<file path="src/rtl/load_store_unit.sv">
// load_store_unit
// Data-memory access unit. Turns a load/store request from the execute stage
// into one req/ack bus transaction, formats store byte lanes, and sign- or
// zero-extends load data for the Result mux. Stall holds the PC while an
// access is in flight.
//
// Ports:
//   clk, rst                    clock, synchronous active-high reset
//   MemRead, MemWrite           load / store request (both high = load)
//   funct3                      access size and sign (B/H/W/BU/HU)
//   ALUResult                   byte address
//   WriteData                   store data
//   ReadData                    extended load data, valid in DONE
//   Stall                       freeze PC / hold off register write
//   misaligned, bus_err         one-cycle error flags
//   m_req, m_we, m_addr,
//   m_wdata, m_be               data-memory request side
//   m_ack, m_rdata              data-memory completion side
module load_store_unit #(
  parameter int unsigned TIMEOUT_CYCLES = 255
) (
  input  logic        clk,
  input  logic        rst,
  input  logic        MemRead,
  input  logic        MemWrite,
  input  logic [2:0]  funct3,
  input  logic [31:0] ALUResult,
  input  logic [31:0] WriteData,
  output logic [31:0] ReadData,
  output logic        Stall,
  output logic        misaligned,
  output logic        bus_err,
  output logic        m_req,
  output logic        m_we,
  output logic [31:0] m_addr,
  output logic [31:0] m_wdata,
  output logic [3:0]  m_be,
  input  logic        m_ack,
  input  logic [31:0] m_rdata
);

  typedef enum logic [1:0] {IDLE, ACCESS, DONE} state_t;

  localparam logic [7:0] LAST_CNT = 8'(TIMEOUT_CYCLES - 1);

  state_t      state_q, state_d;
  logic [7:0]  cnt_q, cnt_d;
  logic [31:0] rdata_q, rdata_d;
  logic [31:0] addr_q, addr_d;
  logic [31:0] wdata_q, wdata_d;
  logic [3:0]  be_q, be_d;
  logic [2:0]  f3_q, f3_d;
  logic [1:0]  off_q, off_d;
  logic        we_q, we_d;
  logic        err_q, err_d;

  logic        req;
  logic        aligned;
  logic [3:0]  be_fmt;
  logic [31:0] wdata_fmt;
  logic [31:0] load_ext;

  // Request decode: alignment check and store lane formatting. funct3[1:0]
  // selects the size; 1x (W and the reserved codes) is a full word.
  always_comb begin
    req       = MemRead | MemWrite;
    aligned   = 1'b1;
    be_fmt    = 4'b1111;
    wdata_fmt = WriteData;
    case (funct3[1:0])
      2'b00: begin
        be_fmt    = 4'b0001 << ALUResult[1:0];
        wdata_fmt = {4{WriteData[7:0]}};
      end
      2'b01: begin
        aligned   = ~ALUResult[0];
        be_fmt    = ALUResult[1] ? 4'b1100 : 4'b0011;
        wdata_fmt = {2{WriteData[15:0]}};
      end
      default: aligned = (ALUResult[1:0] == 2'b00);
    endcase
  end

  // Load extraction uses the captured offset and size so the result does not
  // depend on whatever the execute stage presents during ACCESS.
  always_comb begin
    logic [7:0]  lane_b;
    logic [15:0] lane_h;
    lane_b   = m_rdata[8*off_q +: 8];
    lane_h   = m_rdata[16*off_q[1] +: 16];
    load_ext = m_rdata;
    case (f3_q[1:0])
      2'b00:   load_ext = {{24{lane_b[7] & ~f3_q[2]}}, lane_b};
      2'b01:   load_ext = {{16{lane_h[15] & ~f3_q[2]}}, lane_h};
      default: load_ext = m_rdata;
    endcase
  end

  // Next-state logic. A request is only accepted in IDLE; DONE always
  // returns to IDLE so the still-presented instruction is not re-issued.
  always_comb begin
    state_d = state_q;
    cnt_d   = cnt_q;
    rdata_d = rdata_q;
    addr_d  = addr_q;
    wdata_d = wdata_q;
    be_d    = be_q;
    f3_d    = f3_q;
    off_d   = off_q;
    we_d    = we_q;
    err_d   = err_q;
    case (state_q)
      IDLE: begin
        err_d = 1'b0;
        if (req && aligned) begin
          state_d = ACCESS;
          cnt_d   = 8'd0;
          rdata_d = 32'd0;
          addr_d  = {ALUResult[31:2], 2'b00};
          wdata_d = wdata_fmt;
          we_d    = MemWrite & ~MemRead;
          be_d    = (MemWrite & ~MemRead) ? be_fmt : 4'b0000;
          f3_d    = funct3;
          off_d   = ALUResult[1:0];
        end
      end
      ACCESS: begin
        if (m_ack) begin
          state_d = DONE;
          rdata_d = we_q ? 32'd0 : load_ext;
        end else if (cnt_q == LAST_CNT) begin
          state_d = DONE;
          rdata_d = 32'd0;
          err_d   = 1'b1;
        end else begin
          cnt_d = cnt_q + 8'd1;
        end
      end
      DONE:    state_d = IDLE;
      default: state_d = IDLE;
    endcase
  end

  always_ff @(posedge clk) begin
    if (rst) begin
      state_q <= IDLE;
      cnt_q   <= 8'd0;
      rdata_q <= 32'd0;
      addr_q  <= 32'd0;
      wdata_q <= 32'd0;
      be_q    <= 4'd0;
      f3_q    <= 3'd0;
      off_q   <= 2'd0;
      we_q    <= 1'b0;
      err_q   <= 1'b0;
    end else begin
      state_q <= state_d;
      cnt_q   <= cnt_d;
      rdata_q <= rdata_d;
      addr_q  <= addr_d;
      wdata_q <= wdata_d;
      be_q    <= be_d;
      f3_q    <= f3_d;
      off_q   <= off_d;
      we_q    <= we_d;
      err_q   <= err_d;
    end
  end

  // Bus outputs come from state and registers only. The IDLE-cycle Stall and
  // misaligned flags are combinational and masked while reset is held.
  always_comb begin
    m_req      = (state_q == ACCESS);
    m_we       = (state_q == ACCESS) & we_q;
    m_be       = ((state_q == ACCESS) && we_q) ? be_q : 4'b0000;
    m_addr     = addr_q;
    m_wdata    = wdata_q;
    ReadData   = (state_q == DONE) ? rdata_q : 32'd0;
    bus_err    = (state_q == DONE) & err_q;
    Stall      = (state_q == ACCESS) |
                 ((state_q == IDLE) & req & aligned & ~rst);
    misaligned = (state_q == IDLE) & req & ~aligned & ~rst;
  end

endmodule

</file>
<file path="config.mk">
export PLATFORM = sky130hd
export DESIGN_NAME = load_store_unit
export DESIGN_NICKNAME = d
export VERILOG_FILES = /design/src/rtl/load_store_unit.sv
export SDC_FILE = /design/constraint.sdc
export NUM_CORES = 1
export LEC_CHECK = 0
export CAP_MARGIN = 10
export CORE_ASPECT_RATIO = 2
export CORE_MARGIN = 3
export CORE_UTILIZATION = 40
export DETAILED_ROUTE_END_ITERATION = 16
export PLACE_DENSITY = 0.75
export SYNTH_ARGS = -nofsm -noshare
export SYNTH_HDL_FRONTEND = slang
export SYNTH_SLANG_ARGS = --single-unit
</file>
<file path="constraint.sdc">
create_clock -name clk -period 2 [get_ports clk]
set_input_delay 0.3 -clock clk [delete_from_list [all_inputs] [get_ports clk]]
set_output_delay 0.3 -clock clk [all_outputs]
set_load 0.02 [all_outputs]
</file>
### After elaboration in Yosys (flattened, before gate mapping)

Cells that the tools add are included.

| word-level totals | value |
|---|---|
| bits in registers | 115 |
| bits of input ports | 104 |
| logic and storage cells | 77 |

| cells by class | value |
|---|---|
| add/subtract/negate cells | 1 |
| eq/ne operators | 10 |
| shift operators | 3 |
| muxes and demuxes | 24 |
| bitwise logic cells | 17 |
| reduce and logical (&&, ||, !) cells | 12 |

Operator list:

| operator | count |
|---|---|
| $pmux W32 S2 | 3 |
| $mux W32 | 5 |
| $shiftx A32 B6 Y16 | 1 |
| $shiftx A32 B6 Y8 | 1 |
| $mux W8 | 3 |
| $pmux W8 S2 | 1 |
| $mux W4 | 3 |
| $and A1 B1 Y1 | 10 |
| $add A8 B1 Y8 const B | 1 |
| $eq A8 B8 Y1 const B | 1 |
| $logic_not A2 Y1 | 4 |
| $pmux W4 S2 | 1 |
| $eq A2 B1 Y1 const B | 3 |
| $mux W2 | 3 |
| $ne A2 B2 Y1 const B | 3 |
| $reduce_and A3 Y1 | 2 |
| $not A1 Y1 | 5 |
| $pmux W1 S2 | 2 |
| $pmux W2 S2 | 1 |
| $reduce_and A2 Y1 | 2 |
| $reduce_and A4 Y1 | 1 |
| $shl A1 B2 Y4 const A | 1 |
| $ne A3 B1 Y1 const B | 1 |
| $eq A2 B2 Y1 const B | 1 |
| 5 further kinds | 8 |

### Longest topological paths before layout

| depth | value |
|---|---|
| word-level depth | 6 |
| mapped depth | 8 |

### Worst setup path before layout

OpenSTA, ideal clock, no wires.

| timing | value |
|---|---|
| path kind | input -> output |
| from | input port funct3[1] |
| to | output port Stall |
| arrival | 1.440 ns |
| data required time | 1.700 ns |
| setup slack | 0.260 ns |
| cell stages on the path | 7 |
| path buffers | 3 |
| path through | buf_2 -> o21ai_4 -> nand4_4 -> or2_1 -> buf_6 -> buf_6 -> nand2_1 |

| on the way | value |
|---|---|
| cells in the longest elaborated chain, start to end | 5 |

RTL lines:

| item | line | source |
|---|---|---|
| start, declared | 26 | `input logic [2:0] funct3,` |
| $eq A2 B1 Y1 or $logic_not A2 Y1 (tied branches) | 70 | `case (funct3[1:0])` |
| $pmux W1 S2 * | 70 |  |
| $and A1 B1 Y1 * (2 in a row) | 181 | `((state_q == IDLE) & req & aligned & ~rst);` |
| $or A1 B1 Y1 * | 180 | `Stall = (state_q == ACCESS) \|` |
| end, declared | 30 | `output logic Stall,` |

Mark *: on every way between the ends. The rest lies on a longest branch, timed or not.

### Final worst setup path

| timing | value |
|---|---|
| from | register state_q[0] |
| to | output port ReadData[16] |

| on the way | value |
|---|---|
| cells in the longest elaborated chain, start to end | 2 |

RTL lines:

| item | line | source |
|---|---|---|
| start, declared | 46 | `state_t state_q, state_d;` |
| start signal, assigned | 157 | `state_q <= state_d;` |
| $eq A2 B2 Y1 | 178 | `ReadData = (state_q == DONE) ? rdata_q : 32'd0;` |
| $mux W32 | 178 |  |
| end, declared | 29 | `output logic [31:0] ReadData,` |

Every way passes these cells.

==> reports/metrics.yaml <==
route:
  vias: 5111
  wire_per_inst_um: 18.4
  drt_pass1_iterations: 7
  drc: 0
  antenna_left: 0
  via_per_inst: 5.43
  first_iter_violations: 173
  routed_wl_um: 17400
timing:
  finalMaxSlewViolations: 0
  finalSetupViolCount: 0
  worst_pin_slew_ps: 705
  rsz0062_at_grt: "false"
  hold_violations: 0
  slew_headroom_pct: 52.8
  period_share_pct: 94.5
  layout_setup_ws_ps: 110
  period_minus_slack_ps: 1890
  skew_ps: 7.02
  clock.fmax_mhz: 529
yosys:
  syn_inst: 556
  ys_ff_latch: 115
  synth_edf_count: 0
  synth.most_common_cell: "dfxtp_1"
  synthTopCellsByCount: "dfxtp_1 (115), nand2_1 (69), a22o_1 (40)"
  syn_area_per_cell_um2: 9.34
  ys_warn_count: 0
  syn-cell-area_mm2: 0.00519
  ys.flop_type: "dfxtp_1"
  yosysTopAreaCell: "dfxtp_1"
  yosys-top-cells-area: "dfxtp_1 (44%), a22o_1 (6.7%), mux2i_1 (5.0%)"
  yosysSeqAreaShare_pct: 44.3
  yosysTopAreaCellShare_pct: 44.3
  ys_types: 51
  synthArstFlopShare_pct: 0
floorplan:
  die_y_um: 167
  fp.dieArea_mm2: 0.0145
  fp-row-count: 58
  initial_utilization_pct: 41.1
  design.core.area_mm2: 0.0126
  fp.dieW_um: 86.6
  boundaryPins: 209
power_and_ir_drop:
  power_density_mw_per_mm2: 884
  p_leak_nw: 3.31
  finalPower_mw: 7.19
  ir_drop_v: 0.000719
clock_tree:
  insertion_delay_ps: 410
  clk_pin_slew_worst_paths_ps: 60
  numClockSinks: 115
  clockBufferDepth: 2
  ctsRootBufferMaster: "clkbuf_16"
  cts_tree: "done"
  htree_levels: 4
  cts_made_buffers: 17
grt:
  grt_overflow: 0
  use_met2_pct: 44.6
  grt_busiest_layer: "met2"
  grt_pass1_wl_um: 27100
  grt_max_degree: 38
  use_met1_pct: 23.0
  grt_pass1_vias: 5431
  antenna_found_initial: 0
  grt_usage_pct: 23.9
  met3_usage_pct: 6.99
placement:
  dpl_cell_area_mm2: 0.00759
  place_congestion: 0.902
  dpl.hpwl_um: 13000
  io_buffers: 206
  place_ws_ps: -515
critical_path:
  crit_family: "buffers and inverters"
  worstSetupPathType: "flop to output port"
  crit_chain: "buf_4, nor2b_4, buf_12, and2_1, clkdlybuf4s15_2"
  cp_max_fo: 33
  critPathSlowestCell: "dfxtp_1"
  critPathMaxStageDelay_ps: 340
  end_kind: "output port"
  critPathLaunchType: "flop"
  cp.arrival_ps: 1590
  required_ps: 1700
  worst-path-buf-inv: 3
run:
  cap_viol_max_count: 0
status:
  status: "complete, no violations"
layout:
  drive_gt1_share_pct: 20.5
  n_antenna_cell: 0
  final_cell_area_mm2: 0.00813
  area_growth_pct: 56.7
  regArea_mm2: 0.00230
  fill_cells: 1056
  final_nets: 885
  multi_input_area_mm2: 0.00267
min_path:
  holdCritPathClass: "flop to flop"
## cells in the final DEF (no fill, tap or decap), types with 8 or more instances in the layout
master / synthesis / routed
a32o_1: 8 / 8
nand2b_1: 11 / 11
and2_1: 35 / 35
a21oi_1: 34 / 34
buf_4: 3 / 32
dfxtp_1: 115 / 114
mux2i_1: 26 / 26
buf_2: 23 / 28
a22o_1: 40 / 40
o21ai_2: 19 / 19
clkdlybuf4s50_1: 0 / 164
o21ai_0: 18 / 18
nor2_1: 36 / 36
nand2_1: 69 / 69
clkbuf_16: 0 / 17
o2bb2ai_1: 24 / 24
nor3_1: 9 / 9
## power by group
group / switching (mW) / internal (mW) / total (mW) / leakage, nW
combinational: 0.646 / 0.626 / 1.27 / 2.06
sequential: 0.0814 / 2.43 / 2.51 / 0.937
clock: 1.14 / 2.26 / 3.41 / 0.314
total: 1.87 / 5.31 / 7.19 / 3.31
## through the flow
step / std cells / hold WS, ps / util, % / setup TNS, ps
floorplan: 557 / 409 / - / 0
global placement: 908 / 431 / 60.1 / -2550
detailed placement: 908 / 438 / 60.1 / -7140
CTS: 941 / 450 / 65.8 / 0
global route: 942 / 469 / 64.4 / 0
finish: 942 / 446 / 64.4 / 0
## tightest hold or removal path, stage by stage, from the launching register on
cell	delay (ps)
dfxtp_1	320
nand2_1	40
o21ai_0	50
## flip-flops by register name, indices dropped and copies added, names as in the netlist, 2 cells and up
signal / count
off_q: 2
rdata_q: 32
cnt_q: 8
be_q: 4
state_q: 2
f3_q: 3
m_addr: 30
m_wdata: 32
## cell families after synthesis
logic type      after synthesis  share of synthesized area [%]
simple gates                184                           17.7
compound gates              167                           24.8
flops                       115                           44.3
buf+inv                      49                           5.04
mux                          34                           6.82
xor+xnor                      4                          0.675
fa+ha+maj                     2                          0.482
other cells                   1                         0.0722
## per-layer routing
| layer | vias to the layer above | share of wire (%) |
|---|---|---|
| li1 | 2424 | - |
| met3 | 50 | 8.1 |
| met1 | 2389 | 34 |
| met5 | - | 0 |
| met4 | 0 | 4.2 |
| met2 | 248 | 54 |
## timing repair
item	CTS	global route
hold buffers	0	0
gates resized for setup	116	40
pin swaps	1	2
endpoints found under the setup margin	41	40
buffers inserted	1	1
## cell type report
cell class | instances | area share, %
repair buffers | 245 | 28.1
well taps | 150 | 2.31
clock buffers | 18 | 5.40
flip-flops and latches | 115 | 28.3
inverters | 7 | 0.323
clock inverters | 14 | 2.77
multi-input cells | 393 | 32.8
## worst paths after layout
path | from | end | slack [ps] | cells after the start
setup / recovery | state_q[0] | ReadData[16] | 110 | 5
hold / removal | be_q[0] | be_q[0] | 450 | 2
setup reg to reg | off_q[1] | rdata_q[12] | 340 | 5
hold reg to reg | be_q[0] | be_q[0] | 450 | 2
(Power assumes the default switching activity.)
